### src/rtl/mul_issue_ctrl_pkg.sv
// Shared types for the EX-stage multiplier issue/collect controller.
// Op encoding is one-hot; a tag travels with each in-flight multiply.
package mul_issue_ctrl_pkg;

  localparam int MUL_OP_W   = 3;
  localparam int MUL_W      = 0;
  localparam int MULH_W     = 1;
  localparam int MULH_WU    = 2;
  localparam int MUL_DEST_W = 5;

  typedef struct packed {
    logic                  hi_sel;
    logic [MUL_DEST_W-1:0] dest;
    logic                  kill;
  } mul_tag_t;

  // mulh.w and mulh.wu both return the upper product half.
  function automatic logic op_is_high(input logic [MUL_OP_W-1:0] op);
    return op[MULH_W] | op[MULH_WU];
  endfunction

endpackage

### src/rtl/mul_tag_fifo.sv
// In-order tag FIFO for ops issued to the multiplier but not yet answered.
// kill_all marks every stored tag so its response is dropped on pop.
module mul_tag_fifo
  import mul_issue_ctrl_pkg::*;
#(
  parameter int DEPTH = 2
) (
  input  logic     clk,
  input  logic     resetn,
  input  logic     push,
  input  mul_tag_t push_tag,
  input  logic     pop,
  input  logic     kill_all,
  output mul_tag_t head_tag,
  output logic     full,
  output logic     empty
);

  localparam int PTR_W = $clog2(DEPTH);
  localparam int CNT_W = $clog2(DEPTH + 1);

  mul_tag_t         mem_q [DEPTH];
  mul_tag_t         mem_d [DEPTH];
  logic [PTR_W-1:0] wr_ptr_q, wr_ptr_d;
  logic [PTR_W-1:0] rd_ptr_q, rd_ptr_d;
  logic [CNT_W-1:0] count_q, count_d;

  always_comb begin
    mem_d    = mem_q;
    wr_ptr_d = wr_ptr_q;
    rd_ptr_d = rd_ptr_q;
    count_d  = count_q;
    // Marking empty slots too is harmless: every push rewrites kill to 0.
    if (kill_all) begin
      for (int i = 0; i < DEPTH; i++) mem_d[i].kill = 1'b1;
    end
    if (push) begin
      mem_d[wr_ptr_q] = push_tag;
      wr_ptr_d        = wr_ptr_q + 1'b1;
    end
    if (pop) rd_ptr_d = rd_ptr_q + 1'b1;
    case ({push, pop})
      2'b10:   count_d = count_q + 1'b1;
      2'b01:   count_d = count_q - 1'b1;
      default: count_d = count_q;
    endcase
  end

  always_ff @(posedge clk) begin
    if (!resetn) begin
      for (int i = 0; i < DEPTH; i++) mem_q[i] <= '0;
      wr_ptr_q <= '0;
      rd_ptr_q <= '0;
      count_q  <= '0;
    end else begin
      mem_q    <= mem_d;
      wr_ptr_q <= wr_ptr_d;
      rd_ptr_q <= rd_ptr_d;
      count_q  <= count_d;
    end
  end

  assign head_tag = mem_q[rd_ptr_q];
  assign full     = (count_q == CNT_W'(DEPTH));
  assign empty    = (count_q == '0);

endmodule

### src/rtl/mul_issue_ctrl.sv
// Issues multiply micro-ops to the pipelined multiplier, collects responses
// in order, selects the requested product half and holds it for WB.
module mul_issue_ctrl
  import mul_issue_ctrl_pkg::*;
#(
  parameter int DEPTH  = 2,
  parameter int DEST_W = MUL_DEST_W
) (
  input  logic                mul_clk,
  input  logic                resetn,
  input  logic                ex_valid,
  output logic                ex_ready,
  input  logic [MUL_OP_W-1:0] ex_mul_op,
  input  logic [31:0]         ex_src1,
  input  logic [31:0]         ex_src2,
  input  logic [DEST_W-1:0]   ex_dest,
  input  logic                flush,
  output logic                to_mul_req_valid,
  input  logic                from_mul_req_ready,
  output logic [MUL_OP_W-1:0] mul_op,
  output logic [31:0]         mul_x,
  output logic [31:0]         mul_y,
  input  logic                from_mul_resp_valid,
  output logic                to_mul_resp_ready,
  input  logic [63:0]         mul_result,
  output logic                wb_valid,
  input  logic                wb_ready,
  output logic [DEST_W-1:0]   wb_dest,
  output logic [31:0]         wb_data
);

  // Handshakes: a transfer happens on a rising edge where valid & ready are
  // both high; valid never waits on ready, and ex_ready never looks at WB.
  mul_tag_t    push_tag, head_tag;
  logic        fifo_full, fifo_empty;
  logic        req_fire, resp_fire, wb_load;
  logic        wb_valid_q, wb_valid_d;
  logic [DEST_W-1:0] wb_dest_q, wb_dest_d;
  logic [31:0] wb_data_q, wb_data_d;

  assign to_mul_req_valid = ex_valid & ~flush & ~fifo_full;
  assign ex_ready         = from_mul_req_ready & ~flush & ~fifo_full;
  assign req_fire         = to_mul_req_valid & from_mul_req_ready;
  assign mul_op           = ex_mul_op;
  assign mul_x            = ex_src1;
  assign mul_y            = ex_src2;

  assign push_tag = '{hi_sel: op_is_high(ex_mul_op), dest: ex_dest, kill: 1'b0};

  // Killed or flushed responses are drained regardless of WB backpressure.
  assign to_mul_resp_ready = ~fifo_empty &
                             (head_tag.kill | flush | ~wb_valid_q | wb_ready);
  assign resp_fire = from_mul_resp_valid & to_mul_resp_ready;
  assign wb_load   = resp_fire & ~head_tag.kill & ~flush;

  mul_tag_fifo #(.DEPTH(DEPTH)) u_tag_fifo (
    .clk      (mul_clk),
    .resetn   (resetn),
    .push     (req_fire),
    .push_tag (push_tag),
    .pop      (resp_fire),
    .kill_all (flush),
    .head_tag (head_tag),
    .full     (fifo_full),
    .empty    (fifo_empty)
  );

  always_comb begin
    wb_valid_d = wb_valid_q;
    wb_dest_d  = wb_dest_q;
    wb_data_d  = wb_data_q;
    if (wb_valid_q & wb_ready) wb_valid_d = 1'b0;
    if (flush) wb_valid_d = 1'b0;
    if (wb_load) begin
      wb_valid_d = 1'b1;
      wb_dest_d  = head_tag.dest;
      wb_data_d  = head_tag.hi_sel ? mul_result[63:32] : mul_result[31:0];
    end
  end

  always_ff @(posedge mul_clk) begin
    if (!resetn) begin
      wb_valid_q <= 1'b0;
      wb_dest_q  <= '0;
      wb_data_q  <= '0;
    end else begin
      wb_valid_q <= wb_valid_d;
      wb_dest_q  <= wb_dest_d;
      wb_data_q  <= wb_data_d;
    end
  end

  assign wb_valid = wb_valid_q;
  assign wb_dest  = wb_dest_q;
  assign wb_data  = wb_data_q;

  // A response with nothing outstanding means the multiplier lost sync.
  a_no_orphan_resp: assert property (@(posedge mul_clk) disable iff (!resetn)
    !(from_mul_resp_valid && fifo_empty));

endmodule

### config.mk
export PLATFORM = sky130hd
export DESIGN_NAME = mul_issue_ctrl
export DESIGN_NICKNAME = d
export VERILOG_FILES = /design/src/rtl/mul_issue_ctrl_pkg.sv /design/src/rtl/mul_tag_fifo.sv /design/src/rtl/mul_issue_ctrl.sv
export SDC_FILE = /design/constraint.sdc
export NUM_CORES = 1
export LEC_CHECK = 0
export BUFFER_PORTS_ARGS = -buffer_cell sky130_fd_sc_hd__buf_2
export CAP_MARGIN = 10
export CORE_UTILIZATION = 35
export DETAILED_ROUTE_END_ITERATION = 10
export PLACE_DENSITY = 0.76
export SLEW_MARGIN = 0
export SYNTH_ARGS = -nofsm -noshare
export SYNTH_HDL_FRONTEND = slang
export SYNTH_SLANG_ARGS = --single-unit
### constraint.sdc
create_clock -name mul_clk -period 2.8 [get_ports mul_clk]
set_clock_uncertainty 0.05 [all_clocks]
set_input_delay 0.14 -clock mul_clk [delete_from_list [all_inputs] [get_ports mul_clk]]
set_output_delay 0.14 -clock mul_clk [all_outputs]
set_load 0.1 [all_outputs]
-- Word level (Yosys, flattened, before mapping)
Index checks and enable logic that the tools add are counted.
- flip-flop bits (word level): 56
- input bits: 143
- output and inout port bits: 108
- word-level logic and storage cells: 61
- $add $sub $neg: 4
- $lt $le $gt $ge: 3
- equality and inequality tests: 3
- mux-type cells: 14
- bitwise operators: 21
- reduce and logical (&&, ||, !) cells: 4
- operators by type and width (cell ; number):
    $mux 32 ; 1
    $mux 7 ; 4
    $bwmux 14 ; 1
    $and 1x1->1 ; 10
    $mux 8 ; 1
    $demux 7 s1 ; 1
    $mux 1 ; 5
    $not 1->1 ; 5
    $eq 2x2->1 const B ; 2
    $ge 2x2->1 const B ; 2
    $not 1->2 ; 2
    $or 1x1->1 ; 4
    $pmux 2 s2 ; 1
    $reduce_bool 3->1 ; 1
    $add 1x1->1 const B ; 2
    $add 2x1->2 const B ; 1
    $eq 2x1->1 const B ; 1
    $logic_not 2->1 ; 1
    $lt 2x1->1 const B ; 1
    $reduce_bool 2->1 ; 1
    $sub 2x1->2 const B ; 1
    $logic_and 1x1->1 ; 1

-- Longest topological paths before layout
- depth after elaboration: 12
- gate-level depth with buffers: 8
- mapped depth without buffers: 7

-- Hierarchy
A second synthesis with hierarchy kept.
- cells, all modules: 340
- area, all modules: 3160.5 um^2
- modules (own cells, without submodules) (module ; instances ; cells an instance ; area an instance (um^2) ; seq. area each (um^2)):
    mul_issue_ctrl ; 1 ; 251 ; 2358.5 ; 760.7
    mul_tag_fifo ; 1 ; 89 ; 802.0 ; 360.3

-- Least setup slack after synthesis
No wires, ideal clock.
- kind: register to register
- start: register u_tag_fifo.count_q[1]
- end: register u_tag_fifo.count_q[1]
- setup time: 0.073 ns
- data arrival time: 3.607 ns
- required time: 2.677 ns
- slack: -0.931 ns
- stages on the path, launching flop included: 7
- path buffers: 0
- period minus slack after synthesis: 3.731 ns
- cells stage by stage: dfxtp_1 > nor2b_2 > nor3_1 > nand2_1 > ha_1 > or3_1 > a21oi_1
- word-level cells in the longest chain between the ends: 6
- elaborated cells on any way between the ends: 14
- those cells by class: add/sub: 2; eq/ne: 3; mux: 1; bitwise: 6; reduce/logical: 2
- ends and longest elaborated chain (what ; RTL line ; RTL):
    start, declared ; mul_tag_fifo.sv:26 ; logic [CNT_W-1:0] count_q, count_d;
    start signal, assigned ; mul_tag_fifo.sv:59 ; count_q <= count_d;
    $eq 2x2->1 * ; mul_tag_fifo.sv:64 ; assign full = (count_q == CNT_W'(DEPTH));
    $not 1->1 * ; mul_issue_ctrl.sv:41 ; assign to_mul_req_valid = ex_valid & ~flush & ~fifo_full;
    $and 1x1->1 * ; mul_issue_ctrl.sv:41 ;
    via to_mul_req_valid ; mul_issue_ctrl.sv:18 ; output logic to_mul_req_valid,
    $and 1x1->1 * ; mul_issue_ctrl.sv:43 ; assign req_fire = to_mul_req_valid & from_mul_req_ready;
    $eq 2x1->1 or $eq 2x2->1 (tied branches) ; mul_tag_fifo.sv:42 ; case ({push, pop})
    $pmux 2 s2 or $reduce_bool 2->1 (tied branches) ; n/a ;
Mark *: on every way through the listed nets, which the timed path passes. The rest lies on a longest branch.
A chain may end at the register's enable or synchronous reset.

-- Worst setup path in the final report
- start: register u_tag_fifo.count_q[0]
- end: register wb_data_q[30], in the netlist wb_data[30]
- word-level cells in the longest chain between the ends: 6
- ends and longest elaborated chain (what ; RTL line ; RTL):
    $logic_not 2->1 ; mul_tag_fifo.sv:65 ; assign empty = (count_q == '0);
    $not 1->1 ; mul_issue_ctrl.sv:51 ; assign to_mul_resp_ready = ~fifo_empty &
    $and 1x1->1 ; mul_issue_ctrl.sv:51 ;
    $and 1x1->1 ; mul_issue_ctrl.sv:53 ; assign resp_fire = from_mul_resp_valid & to_mul_resp_ready;
    $and 1x1->1 (2 in a row) ; mul_issue_ctrl.sv:54 ; assign wb_load = resp_fire & ~head_tag.kill & ~flush;
    end signal, assigned ; mul_issue_ctrl.sv:89 ; wb_data_q <= wb_data_d;
    end, declared ; mul_issue_ctrl.sv:39 ; logic [31:0] wb_data_q, wb_data_d;
No other way between the ends.

==> run summary <==
status = finished, final reports clean
Synthesis Warnings = 0
Clock Latency Late Sink = 0.30 ns
worst path required time = 2.90 ns
die area = 10100 um^2
Final Core Density = 39.1%
CP Class = register to register
root cell of the clock tree = clkbuf_8
pwr dens = 602 nW/um^2
Port-buffer cells = 120
Peak VDD IR = 0.221 mV
Via density = 5.32
most frequent CP cell = buf_4
total CTS buffers = 5
DR WL/cell = 18.3 um
Post-synth EDFFs = 0
Top Ports = 251
number of iterations in the first detailed-routing pass = 4
Netlist cell types = 31
worst hold stages = 3
core footprint = 9330 um^2
Synth Area per Inst = 10.2 um^2
Final Max Slew Viols = 0
Via Count = 2669
final setup fails = 0
largest net degree at the start of global routing = 42
Tot Pwr = 2.20 mW
Tightest Pin Transition = 1.02 ns
area of placed instances = 3560 um^2
total global routing overflow = 0
worst-path fanout max = 39
leak pwr = 1.65 nW
critical path cell sequence = o21a_1 -> buf_4 -> and4_2 -> buf_4 -> a211oi_1
number of global-route vias before repair = 2557
global-route wire length before repair = 13500 um
CTS tree = built
Critical Path Slowest Stage Cell = dfxtp_1
Final WS setup = 0.807 ns
Routability Congestion = 0.773
Diodes inserted = 0
fmax = 502 MHz
Starting Density = 36.4%
buffers and inverters on the worst path = 2
ys flop type = dfxtp_1
Clock Sinks = 56
Final min period = 1.99 ns
DRC viols = 0
hold path start = ex_dest[1]
non-filler instance count after layout = 502
Crit path largest cell delay = 0.46 ns
die height = 101 um
fin area = 3650 um^2
Area Growth Syn to Fin = 7.44%
Critical Path AT = 2.10 ns
CP endpoint kind = register
CP top delay family = buffers and inverters
syn_nets = 478
maxcap violations = 0
hold slack = 0.0567 ns
flop-to-flop setup slack = 0.81 ns
layout cell share with drive strength beyond 1 = 46.6%
sequential share of the synthesized area = 33.0%
Post-synth ARST share = 0%
RSZ-0062 raised after global routing = no
initial antenna violation count = 0
Worst-path clk slew = 0.10 ns
cells after synthesis = 334
Row Count = 35
HP Class = input port to register
drt total wl = 9180 um
H-tree depth = 2
FF+latch count, synth = 56
Post-CTS Setup Bufs = 0
# hold bufs at CTS = 0
period utilization = 71.2%
hold path endpoint = u_tag_fifo.mem_q[2]
Critical Path Source Type = register
clk buf depth = 2
normalized max-slew margin = 32.0%
post-DP HPWL = 7100 um
Hold Fails Final Rpt = 0
reg2reg end = wb_data[30]
worst slack, placed = 0.837 ns
initial DRC count = 91
DP Cell Count = 494
Setup TNS = 0 ns
nets@finish = 516
FF-to-FF path depth = 5
Netlist Area Pre-Place = 3400 um^2
Routed Antenna Nets = 0
Filler Cells Inserted = 959
reg2reg start = u_tag_fifo.count_q[0]
Post-CTS Resized = 0
Tot GR Track Use = 17.2%
die extent in x = 101 um
==> how the worst max path moves through the flow <==
stage | start | endpoint | depth (start not counted)
global route | u_tag_fifo.count_q[0] | wb_data[25] | 5
global placement | u_tag_fifo.count_q[0] | wb_data[28] | 5
detailed placement | u_tag_fifo.count_q[0] | wb_data[30] | 5
finish | u_tag_fifo.count_q[0] | wb_data[30] | 5
CTS | u_tag_fifo.count_q[0] | wb_data[30] | 5
floorplan | u_tag_fifo.count_q[1] | u_tag_fifo.count_q[1] | 6
==> cell usage in the layout (no fill, tap or decap), types with 2 or more instances in the layout <==
cell type	count
clkbuf_8	6
clkbuf_1	2
o21ai_0	3
mux2i_1	50
a211oi_1	8
inv_1	3
a41oi_1	37
nand2b_1	3
dfxtp_1	56
nor2_1	3
mux2i_4	2
a21oi_1	3
nand2_1	21
buf_2	120
a211oi_2	30
buf_4	10
==> sequential cells by signal, indices dropped and copies added (netlist names) <==
register	flops
wb_data	32
u_tag_fifo.mem_q	14
u_tag_fifo.count_q	2
wb_dest	5
u_tag_fifo.rd_ptr_q	1
u_tag_fifo.wr_ptr_q	1
wb_valid	1
==> logic make-up after synthesis <==
family,synth area share [%]
buf+inv,20.8
mux,15.7
fa+ha+maj,0.368
simple gates,5.38
xor+xnor,0.516
compound gates,24.2
flops,33.0
==> layer usage <==
layer | vias up | track usage [%] | routed length, um
li1 | 1252 | - | -
met1 | 1248 | 18.9 | 3420
met2 | 159 | 31.6 | 4720
met3 | 10 | 6.52 | 972
met4 | 0 | 3.46 | 69
met5 | - | 0 | 0
==> tightest hold or removal path: stages <==
cell     delay, ns
buf_2         0.10
nand2_1       0.07
mux2i_1       0.06
==> area by class of cell <==
cell class                      instances  area [um^2]  area share (%)
Inverter                                4         15.0           0.411
Clock buffer                            8         90.1            2.47
Tap cell                              129          161            4.42
Sequential cell                        56         1120            30.7
Multi-Input combinational cell        175         1590            43.5
Timing Repair Buffer                  130          676            18.5
==> Yosys cell counts (all sizes together), types with 2 or more instances <==
cell	instances	area share, %
a211oi	38	13
a21oi	3	0.44
a41oi	37	9.5
buf	89	19
clkbuf	10	1.1
dfxtp	56	33
inv	4	0.44
mux2i	52	16
nand2	21	2.3
nand2b	3	0.55
nor2	3	0.33
nor3	2	0.29
o21ai	3	0.44
==> power breakdown <==
part           switching, mW  internal (mW)
logic                  0.620          0.220
registers             0.0398          0.853
clock network          0.261          0.203
total                  0.921           1.28
(Power assumes the default switching activity.)
